--- config.mk ---
export PLATFORM = sky130hd
export DESIGN_NAME = hazard_stall_controller
export DESIGN_NICKNAME = d
export VERILOG_FILES = /design/src/rtl/hazard_stall_controller.sv
export SDC_FILE = /design/constraint.sdc
export NUM_CORES = 1
export LEC_CHECK = 0
export ABC_AREA = 1
export ABC_CLOCK_PERIOD_IN_PS = 2750
export CAP_MARGIN = 20
export CORE_UTILIZATION = 48
export CTS_CLUSTER_DIAMETER = 150
export CTS_CLUSTER_SIZE = 12
export DETAILED_ROUTE_END_ITERATION = 10
export GPL_ROUTABILITY_DRIVEN = 0
export PLACE_DENSITY = 0.88
export SYNTH_ARGS = -nofsm -noshare
export SYNTH_HDL_FRONTEND = slang
export SYNTH_SLANG_ARGS = --single-unit
--- constraint.sdc ---
create_clock -name clk -period 2.75 [get_ports clk]
set_clock_uncertainty 0.05 [all_clocks]
set_input_delay 0.825 -clock clk [delete_from_list [all_inputs] [get_ports clk]]
set_output_delay 0.825 -clock clk [all_outputs]
set_load 0.01 [all_outputs]
--- src/rtl/hazard_stall_controller.sv ---
// Pipeline hazard/stall controller: branch flush, multi-cycle multiply hold,
// load-use bubble and jump flush, plus a saturating stall-cycle counter.
module hazard_stall_controller #(
    parameter int MUL_CYCLES = 4
) (
    input  logic        clk,
    input  logic        reset,
    input  logic [4:0]  IF_ID_Rs,
    input  logic [4:0]  IF_ID_Rt,
    input  logic        IF_ID_UsesRt,
    input  logic        IF_ID_Jump,
    input  logic [4:0]  ID_EX_Rt,
    input  logic        ID_EX_MemRead,
    input  logic        ID_EX_MultStart,
    input  logic        EX_BranchTaken,
    output logic        PCWrite,
    output logic        IF_ID_Write,
    output logic        ID_EX_Write,
    output logic        IF_ID_Flush,
    output logic        ID_EX_Bubble,
    output logic        EX_MEM_Bubble,
    output logic [15:0] StallCount
);

    // state   | meaning
    // RUN     | normal issue; branch > mult > load-use > jump
    // MULBUSY | multiply occupies EX; hold while cnt != 0, release at cnt == 0
    typedef enum logic {RUN, MULBUSY} state_t;

    localparam logic [3:0] CNT_INIT = 4'(MUL_CYCLES - 2);

    state_t      state_q, state_d;
    logic [3:0]  cnt_q, cnt_d;
    logic [15:0] stall_q;
    logic        load_use;

    assign load_use = ID_EX_MemRead && (ID_EX_Rt != 5'd0) &&
                      ((ID_EX_Rt == IF_ID_Rs) || (IF_ID_UsesRt && (ID_EX_Rt == IF_ID_Rt)));

    always_comb begin
        state_d       = state_q;
        cnt_d         = cnt_q;
        PCWrite       = 1'b1;
        IF_ID_Write   = 1'b1;
        ID_EX_Write   = 1'b1;
        IF_ID_Flush   = 1'b0;
        ID_EX_Bubble  = 1'b0;
        EX_MEM_Bubble = 1'b0;
        if (!reset) begin
            case (state_q)
                RUN: begin
                    if (EX_BranchTaken) begin
                        IF_ID_Flush  = 1'b1;
                        ID_EX_Bubble = 1'b1;
                    end else if (ID_EX_MultStart) begin
                        PCWrite       = 1'b0;
                        IF_ID_Write   = 1'b0;
                        ID_EX_Write   = 1'b0;
                        EX_MEM_Bubble = 1'b1;
                        cnt_d         = CNT_INIT;
                        state_d       = MULBUSY;
                    end else if (load_use) begin
                        PCWrite      = 1'b0;
                        IF_ID_Write  = 1'b0;
                        ID_EX_Bubble = 1'b1;
                    end else if (IF_ID_Jump) begin
                        IF_ID_Flush = 1'b1;
                    end
                end
                MULBUSY: begin
                    if (cnt_q != 4'd0) begin
                        PCWrite       = 1'b0;
                        IF_ID_Write   = 1'b0;
                        ID_EX_Write   = 1'b0;
                        EX_MEM_Bubble = 1'b1;
                        cnt_d         = cnt_q - 4'd1;
                    end else begin
                        // release cycle: mult/branch inputs still ignored
                        state_d = RUN;
                        if (load_use) begin
                            PCWrite      = 1'b0;
                            IF_ID_Write  = 1'b0;
                            ID_EX_Bubble = 1'b1;
                        end else if (IF_ID_Jump) begin
                            IF_ID_Flush = 1'b1;
                        end
                    end
                end
                default: state_d = RUN;
            endcase
        end
    end

    always_ff @(posedge clk) begin
        if (reset) begin
            state_q <= RUN;
            cnt_q   <= 4'd0;
            stall_q <= 16'd0;
        end else begin
            state_q <= state_d;
            cnt_q   <= cnt_d;
            if (!PCWrite && (stall_q != 16'hFFFF))
                stall_q <= stall_q + 16'd1;
        end
    end

    assign StallCount = stall_q;

endmodule

==> metrics.cfg, run 1 <==
[place]
portBuffers = 43
hpwl_um = 2904

[detailed_routing]
drt-pass1-iter-count = 4
ant_nets = 0
drt-vias-per-instance = 5.052
vias = 1667
drcViolationCount = 0
wl_per_cell_um = 11.93
wl_um = 3936
drt_iter0_markers = 74

[clock_network]
clkLatencyLatePin_ns = 0.30
clockRootBuffer = clkbuf_4
cts_sinks = 21
cts_inserted_buffers = 3
cts_hold_buf = 0
clockBufferDepth = 2
path_clk_slew_ns = 0.12
htreeDepth = 1
cts_tree = done

[power]
ir_drop_mv = 0.2411
power.density_nw_per_um2 = 310.6
p_leak_uw = 0.0009454
swShare_pct = 31.76
p_switching_uw = 213.5
combPwrFrac_pct = 29.1
clkPwrFrac_pct = 23.0
internal_power_uw = 458.8
pwr-share-seq_pct = 47.9

[yosys]
synth_warnings = 0
syn_inst = 233
syn_nets = 258
synth_top_area_share_pct = 25.63
synth-async-reset-ratio_pct = 0
yosys_most_used_dff = dfxtp_1
avgSynthCellArea_um2 = 7.040
synth-seq-area-share_pct = 25.63
synth_edf_count = 0
yosys_register_bits = 21
synth.distinct_cells = 35
yosysTopAreaCell = dfxtp_1
ys_top_cells_by_area = dfxtp_1 26%, nand2_1 14%, nand4_1 6.5%
syn_area_um2 = 1640

[worst_setup_path]
crit_path_end_kind = output port
cp_data_arrival_time_ns = 1.81
worstPathMaxFanout = 3
crit_required_ns = 1.88
path_class = primary input to output port
critPathLaunchType = primary input
reg2reg_slack_ns = 0.65

[global_route]
antenna_found_initial = 0
grt-ovfl-total = 0
grt_pass1_vias = 1561
grt_max_degree = 19
gr-usage-all-layers_pct = 22.94
grt_pass1_wl_um = 6555

[run]
maxCapViolations = 0

[cells_and_area]
n_antenna_cell = 0
ff_latch_area_um2 = 420.4
finish.net_count = 312
area_growth_pct = 31.96
fill_cells = 280
multi_input_area_um2 = 1065
final_core_util_pct = 68.65
final_layout_size_suffix_gt1_share_pct = 30.07

[sta]
finalSetupTns_ns = 0
max_freq_ghz = 0.3726
drv_slew = 0
slew_headroom_pct = 78.57
min_period_over_period_pct = 97.60
post-route-min-period_ns = 2.684
setup_violations = 0
tightest_slew_ns = 0.3209
hold_viol = 0

[floorplan]
die_w_um = 60.46
core-area_um2 = 3153
row_count = 20
io_pins = 44
die_area_um2 = 3655
die_h_um = 60.46
initial_utilization_pct = 52.02

[status]
status = completed

[worst_hold_path]
holdCritPathClass = flip-flop to flip-flop

## timing repair
action	in CTS	in global routing
setup buffers	5	0
endpoints found under the setup margin	6	6
pin swaps	22	10
gates resized for setup	78	15
## layer usage
layer / wire length (um) / track usage, %
met1: 1798 / 29.30
met2: 1890 / 41.60
met3: 214 / 2.559
met4: 33 / 4.870
met5: 0 / 0
## registers in the layout, summed over array words and instances (netlist names)
signal      flops
StallCount     16
state_q         1
cnt_q           4
## metrics by stage
step	instances	setup slack [ns]	hold WS, ns	total power, uW	instance area [um^2]
CTS	330	0.0008580	0.4639	666.6	2147
floorplan	233	0.1613	0.4028	438.9	1640
global route	330	-0.001469	0.4846	705.5	2165
global placement	321	-0.7555	0.4274	513.8	2131
detailed placement	321	-0.7941	0.4434	517.4	2131
finish	330	0.06590	0.4621	672.3	2165
## power by group through the flow
stage                     Clock (uW)  Combinational, uW  Sequential, uW
after detailed placement           0                189             329
after CTS                        155                189             322
final                            154                196             322
after global placement             0                186             328
after floorplan                    0                111             328
after global routing             168                214             324
## cell usage in the layout (no fill, tap or decap), types with 2 or more instances in the layout
cell and count:
dlygate4sd2_1 4, xnor2_1 3, inv_1 26, a21oi_2 10, clkdlybuf4s15_2 3, clkdlybuf4s50_1 17
nor3_4 2, clkbuf_2 4, nor2_1 15, o21ai_1 2, nor3_2 2, dfxtp_1 21
buf_6 4, nand2_2 12, buf_2 9, nand2_1 58, nand3_1 7, a21oi_1 7
buf_4 12, nor2_2 7, o21ai_0 2, inv_2 6, clkbuf_4 3, nand4_1 17
xor2_1 11, clkdlybuf4s15_1 2, ha_1 3
## synth_stat cells (4+ instances only)
master	count
a21oi_2	9
nand2_2	11
nand4_1	17
xor2_1	11
a21oi_1	8
nor2_2	4
nor2_1	18
inv_2	6
nand3_1	8
o21ai_0	4
inv_1	27
dfxtp_1	21
nand2_1	59
## layout make-up
| type | count | share of cell area, % |
|---|---|---|
| Clock buffer | 4 | 1.214 |
| Timing Repair Buffer | 56 | 21.79 |
| Sequential cell | 21 | 19.42 |
| Multi-Input combinational cell | 172 | 49.19 |
| Tap cell | 44 | 2.543 |
| Inverter | 33 | 5.838 |
## critical path, cell delays in order
cell and delay, ns:
clkdlybuf4s15_2 0.18, inv_1 0.03, nand2_1 0.04, nand2_1 0.05, nor2_1 0.09, nand3_1 0.09, nand2_2 0.09, nand2_4 0.08
a211oi_2 0.17, buf_2 0.16
## cell families (layout without fill, tap and decap cells)
family / after synthesis / after routing / share of synthesized area, %
buffers and inverters: 40 / 93 / 10.91
and+or+nand+nor: 130 / 130 / 42.71
DFF: 21 / 21 / 25.63
AOI/OAI and AO/OA: 25 / 25 / 10.99
adders and majority gates: 3 / 3 / 2.289
xor gates and xnor gates: 14 / 14 / 7.475
## path summary, 6_finish.rpt
kind / start / to / cells past startpoint
min reg2reg: StallCount[13] / StallCount[13] / 2
max: IF_ID_Rt[3] / ID_EX_Bubble / 10
min: StallCount[13] / StallCount[13] / 2
max reg2reg: cnt_q[0] / StallCount[2] / 11
No activity file was read; power rests on OpenSTA's default activity.
==> run 2: changes to the inputs <==
--- a/config.mk
+++ b/config.mk
@@ -12,8 +12,9 @@
 export CTS_CLUSTER_DIAMETER = 150
 export CTS_CLUSTER_SIZE = 12
 export DETAILED_ROUTE_END_ITERATION = 10
+export DONT_BUFFER_PORTS = 1
 export GPL_ROUTABILITY_DRIVEN = 0
-export PLACE_DENSITY = 0.88
+export PLACE_DENSITY = 0.72
 export SYNTH_ARGS = -nofsm -noshare
 export SYNTH_HDL_FRONTEND = slang
 export SYNTH_SLANG_ARGS = --single-unit
==> run 2 against run 1 <==
Net effect: sequential power barely moved; first-iteration DRC count fell by 5.4%; global-route usage fell by 3.1 points; count of clock-buffer cells in the layout did not move; largest cell class unchanged.
==> metrics.cfg, run 2 (synthesis results as in run 1) <==
[status]
status = completed  ; unchanged

[cells_and_area]
ff_latch_area_um2 = 420.4  ; unchanged
largest_reg_flops = 16  ; unchanged
multi_input_area_um2 = 1049  ; was 1065 um^2
finish.net_count = 258  ; was 312
final_cell_mix = 58 x nand2_1, 27 x inv_1, 21 x dfxtp_1, 18 x nor2_1, 17 x nand4_1  ; was 58 x nand2_1, 26 x inv_1, 21 x dfxtp_1, 17 x nand4_1, 17 x clkdlybuf4s50_1
fill_cells = 324  ; was 280
final_common_cell = nand2_1  ; unchanged
final_layout_size_suffix_gt1_share_pct = 21.55  ; was 30.07%
n_antenna_cell = 0  ; unchanged
area_growth_pct = 2.975  ; was 31.96%
final_area_um2 = 1689  ; was 2165 um^2

[sta]
setup_violations = 0  ; unchanged
slew_headroom_pct = 80.47  ; was 78.57%
drv_slew = 0  ; unchanged
post-route-min-period_ns = 2.622  ; was 2.684 ns
hold_viol = 0  ; unchanged
grt_setup_unrepaired = false
min_period_over_period_pct = 95.34  ; was 97.60%
max_freq_ghz = 0.3814  ; was 0.3726 GHz
whs_ns = 0.4669  ; was 0.4621 ns
tightest_slew_ns = 0.2929  ; was 0.3209 ns
finalSetupTns_ns = 0  ; unchanged

[floorplan]
io_pins = 44  ; unchanged
die_w_um = 60.46  ; unchanged
initial_utilization_pct = 52.02  ; unchanged
core-area_um2 = 3153  ; unchanged
die_h_um = 60.46  ; unchanged
die_area_um2 = 3655  ; unchanged
row_count = 20  ; unchanged

[detailed_routing]
wl_um = 3214  ; was 3936 um
wl_per_cell_um = 11.64  ; was 11.93 um
drt-pass1-iter-count = 4  ; unchanged
drt_iter0_markers = 70  ; was 74
vias = 1409  ; was 1,667
drt-vias-per-instance = 5.105  ; was 5.052
ant_nets = 0  ; unchanged
drcViolationCount = 0  ; unchanged

[place]
hpwl_um = 2353  ; was 2904 um
placed_area_um2 = 1655  ; was 2131 um^2
portBuffers = 0  ; was 43

[clock_network]
cts_sinks = 21  ; unchanged
htreeDepth = 1  ; unchanged
cts_inserted_buffers = 3  ; unchanged
clkLatencyLatePin_ns = 0.30  ; about the same
cts_tree = done  ; unchanged
clockRootBuffer = clkbuf_4  ; unchanged
cts_hold_buf = 0  ; unchanged
cts_setup_buffers = 0  ; was 5
clockBufferDepth = 2  ; unchanged
path_clk_slew_ns = 0.12  ; about the same

[worst_setup_path]
path_class = flip-flop to output port  ; was primary input to output port
critPathLaunchType = flip-flop  ; was primary input
ff2ff_path_depth = 10  ; was 11
crit_required_ns = 1.88  ; about the same
r2r_end = StallCount[2]  ; unchanged
reg2reg_slack_ns = 0.76  ; was 0.65 ns
cp_data_arrival_time_ns = 1.75  ; was 1.81 ns
reg2reg_from = cnt_q[0]  ; unchanged
worstPathMaxFanout = 6  ; was 3
crit_path_end_kind = output port  ; unchanged

[global_route]
grt_pass1_wl_um = 5554  ; was 6555 um
grt_busiest_layer = met2  ; unchanged
met2_usage_pct = 30.61  ; was 41.60%
antenna_found_initial = 0  ; unchanged
gr-usage-all-layers_pct = 19.88  ; was 22.94%
grt_max_degree = 23  ; was 19
gr-usage-met1_pct = 25.06  ; was 29.30%
grt_pass1_vias = 1286  ; was 1,561
grt-ovfl-total = 0  ; unchanged
met3_usage_pct = 6.610  ; was 2.559%

[power]
p_leak_uw = 0.0007027  ; was 0.0009454 uW
power.density_nw_per_um2 = 352.7  ; was 310.6 nW/um^2
ir_drop_mv = 0.2050  ; was 0.2411 mV

[worst_hold_path]
min_from = cnt_q[0]  ; was StallCount[13]
holdPathEnd = cnt_q[0]  ; was StallCount[13]
holdCritPathClass = flip-flop to flip-flop  ; unchanged
hold_depth = 1  ; was 2

[run]
maxCapViolations = 0  ; unchanged

[run 2: cell count changes in the layout (fill, tap and decap cells not counted), sizes merged]
cell	previous run	this run
dlymetal6s2s	1	0
clkdlybuf4s50	17	0
dlygate4sd2	4	0
clkbuf	8	4
buf	25	2
clkdlybuf4s15	5	0
[run 2: critical path, cell delays in order (launching register included)]
cell and delay [ns]:
dfxtp_1 0.41, inv_1 0.08, ha_1 0.19, nor3b_2 0.15
nand2_1 0.11, nand2_2 0.11, nor2_1 0.26, inv_1 0.13
[run 2: stage by stage]
stage / total power [uW] / cells / utilization, % / setup slack (ns)
after global routing: 634.6 / 276 / 53.57 / 0.01926
after CTS: 598.2 / 276 / 53.33 / 0.02636
after detailed placement: 446.6 / 272 / 52.50 / 0.1927
final: 595.7 / 276 / 53.57 / 0.1282
after floorplan: 438.9 / 233 / - / 0.1613
after global placement: 444.7 / 272 / 52.50 / 0.2117
[run 2: worst max-delay path by stage]
stage                     start           end  slack [ns]  cells past startpoint
floorplan           ID_EX_Rt[3]       PCWrite        0.16                     11
global placement    ID_EX_Rt[3]  ID_EX_Bubble        0.21                      8
detailed placement  ID_EX_Rt[3]  ID_EX_Bubble        0.19                      8
CTS                    cnt_q[0]  ID_EX_Bubble        0.03                      7
global route           cnt_q[0]   ID_EX_Write        0.02                      7
finish                 cnt_q[0]   ID_EX_Write        0.13                      7
[run 2: what timing repair did]
| item | CTS | global route |
|---|---|---|
| resized for setup | 0 | 2 |
| endpoints found under the setup margin | 0 | 2 |
| hold endpoints to repair | 0 | 0 |
[run 2: layer usage]
layer	routed length (um)	vias to the layer above
met5	0	-
met4	86	0
met3	263	6
met2	1353	49
met1	1511	608
li1	-	746
[run 2: final cells by class]
| cell class | count | share of cell area [%] |
|---|---|---|
| sequential | 21 | 24.89 |
| clock buffer | 4 | 1.556 |
| inverter | 33 | 7.333 |
| timing repair buffer | 2 | 0.8889 |
| tap | 44 | 3.259 |
| multi-input combinational | 172 | 62.07 |
[run 2: report_power, final]
part / internal, uW / switching (uW)
registers: 313 / 10.0
logic: 43.4 / 75.2
clock network: 56.6 / 97.8
total: 413 / 183
==> run 3: changes to the inputs <==
--- a/config.mk
+++ b/config.mk
@@ -6,7 +6,7 @@
 export NUM_CORES = 1
 export LEC_CHECK = 0
 export ABC_AREA = 1
-export ABC_CLOCK_PERIOD_IN_PS = 2750
+export ABC_CLOCK_PERIOD_IN_PS = 2700
 export CAP_MARGIN = 20
 export CORE_UTILIZATION = 48
 export CTS_CLUSTER_DIAMETER = 150
==> constraint.sdc (replaced) <==
create_clock -name clk -period 2.7 [get_ports clk]
set_clock_uncertainty 0.05 [all_clocks]
set_input_delay 0.81 -clock clk [delete_from_list [all_inputs] [get_ports clk]]
set_output_delay 0.81 -clock clk [all_outputs]
set_load 0.01 [all_outputs]
==> run 3 against run 2 <==
Net effect: hold slack about the same; utilization increased by 0.079 points; combinational power about the same; global-route usage decreased by 0.089 points; first-iteration DRC count decreased by 21%; wire length increased by 0.93%; sequential power increased by 2%.
==> metrics.cfg, run 3 (synthesis results as in run 1) <==
[cells_and_area]
final_layout_size_suffix_gt1_share_pct = 21.98  ; was 21.55%
fin_cells = 276  ; unchanged
final_common_cell = nand2_1  ; unchanged
final_cell_mix = 58 x nand2_1, 27 x inv_1, 21 x dfxtp_1, 17 x nor2_1, 17 x nand4_1  ; was 58 x nand2_1, 27 x inv_1, 21 x dfxtp_1, 18 x nor2_1, 17 x nand4_1
n_antenna_cell = 0  ; unchanged
finish.net_count = 258  ; unchanged
final_area_um2 = 1692  ; was 1689 um^2
area_growth_pct = 3.127  ; was 2.975%
largest_reg_flops = 16  ; unchanged

[worst_setup_path]
reg2reg_slack_ns = 0.71  ; was 0.76 ns
cp_data_arrival_time_ns = 1.68  ; was 1.75 ns
critPathLaunchType = flip-flop  ; unchanged
worst-path-buf-inv = 1  ; was 2
worstPathMaxFanout = 4  ; was 6
path_class = flip-flop to output port  ; unchanged
slowest_stage = dfxtp_1  ; unchanged
cp_cell_sequence = inv_1, ha_1, nor3b_2, nand2_1, o21ai_2, nand3_1, a21oi_1  ; was inv_1, ha_1, nor3b_2, nand2_1, nand2_2, nor2_1, inv_1
crit_path_end_kind = output port  ; unchanged
critPathMaxStageDelay_ns = 0.36  ; was 0.41 ns
cpLargestDelayFamily = simple AND/OR/NAND/NOR gates  ; unchanged
crit_required_ns = 1.84  ; was 1.88 ns

[power]
swShare_pct = 30.85  ; was 30.73%
clkPwrFrac_pct = 25.9  ; about the same
combPwrFrac_pct = 20.0  ; was 19.9%
p_leak_uw = 0.0007026  ; was 0.0007027 uW
ir_drop_mv = 0.2088  ; was 0.2050 mV
internal_power_uw = 420.6  ; was 412.7 uW
p_switching_uw = 187.6  ; was 183.0 uW
power.density_nw_per_um2 = 359.5  ; was 352.7 nW/um^2
pwr-share-seq_pct = 54.1  ; was 54.2%

[clock_network]
clockBufferDepth = 2  ; unchanged
path_clk_slew_ns = 0.12  ; about the same
htreeDepth = 1  ; unchanged
cts_hold_buf = 0  ; unchanged
cts_inserted_buffers = 3  ; unchanged
clockRootBuffer = clkbuf_4  ; unchanged
cts_tree = done  ; unchanged
cts_sinks = 21  ; unchanged
cts_setup_buffers = 0  ; unchanged
clkLatencyLatePin_ns = 0.30  ; about the same

[sta]
post-route-min-period_ns = 2.544
finalSetupTns_ns = 0  ; unchanged
min_period_over_period_pct = 94.22
slew_headroom_pct = 80.44  ; was 80.47%
max_freq_ghz = 0.3931
grt_setup_unrepaired = true  ; was false
tightest_slew_ns = 0.2930  ; was 0.2929 ns
drv_slew = 0  ; unchanged
whs_ns = 0.4669  ; about the same
hold_viol = 0  ; unchanged
setup_violations = 0  ; unchanged

[global_route]
antenna_found_initial = 0  ; unchanged
gr-usage-all-layers_pct = 19.79  ; was 19.88%
grt-ovfl-total = 0  ; unchanged
grt_pass1_wl_um = 5526  ; was 5554 um
grt_max_degree = 23  ; unchanged
grt_pass1_vias = 1276  ; was 1,286

[detailed_routing]
drcViolationCount = 0  ; unchanged
ant_nets = 0  ; unchanged
drt_iter0_markers = 55  ; was 70
wl_um = 3244  ; was 3214 um
drt-vias-per-instance = 5.105  ; unchanged
wl_per_cell_um = 11.75  ; was 11.64 um
vias = 1409  ; unchanged
drt-pass1-iter-count = 4  ; unchanged

[place]
dp_cells = 272  ; unchanged
portBuffers = 0  ; unchanged
placed_area_um2 = 1655  ; unchanged
hpwl_um = 2353  ; unchanged

[worst_hold_path]
holdCritPathClass = flip-flop to flip-flop  ; unchanged

[run]
maxCapViolations = 0  ; unchanged

[floorplan]
die_w_um = 60.46  ; unchanged
io_pins = 44  ; unchanged
die_area_um2 = 3655  ; unchanged
row_count = 20  ; unchanged
core-area_um2 = 3153  ; unchanged
initial_utilization_pct = 52.02  ; unchanged
die_h_um = 60.46  ; unchanged

[status]
status = completed  ; unchanged

==> run 3: through the flow <==
| stage | utilization [%] | total power, uW | setup WS, ns |
|---|---|---|---|
| final | 53.65 | 608.2 | 0.1561 |
| after detailed placement | 52.50 | 454.9 | 0.1727 |
| after global placement | 52.50 | 452.9 | 0.1917 |
| after floorplan | - | 447.1 | 0.1413 |
| after CTS | 53.49 | 610.2 | 0.03349 |
| after global routing | 53.65 | 647.3 | -0.006838 |
==> run 3: power by group through the flow <==
stage | Combinational (uW) | Clock [uW] | Sequential, uW
after floorplan | 113 | 0 | 334
after global placement | 117 | 0 | 336
after detailed placement | 119 | 0 | 336
after CTS | 120 | 161 | 329
after global routing | 139 | 178 | 330
final | 122 | 157 | 329
==> run 3: area by class of cell <==
cell class / count / area (um^2)
Multi-Input combinational cell: 172 / 1051
Timing Repair Buffer: 2 / 15.01
Clock buffer: 4 / 26.28
Inverter: 33 / 123.9
Tap cell: 44 / 55.05
Sequential cell: 21 / 420.4
Fill cell: 324 / 1461
==> run 3: final timing paths <==
path                               start            end  depth (start not counted)
worst max-delay path            cnt_q[0]    IF_ID_Flush                          7
worst min register to register  cnt_q[0]       cnt_q[0]                          1
worst min-delay path            cnt_q[0]       cnt_q[0]                          1
worst max register to register  cnt_q[0]  StallCount[2]                         10
==> run 3: timing repair <==
action | CTS | global route
cloned | 0 | 0
pin swaps | 0 | 0
resized for setup | 1 | 2
endpoints found under the setup margin | 1 | 2
==> run 3: per-layer routing <==
metal	vias to the layer above	GRT usage [%]	wire (um)
met5	-	0	0
met4	0	9.416	86
met3	6	6.610	245
met2	45	30.30	1379
met1	612	25.06	1533
li1	746	-	-
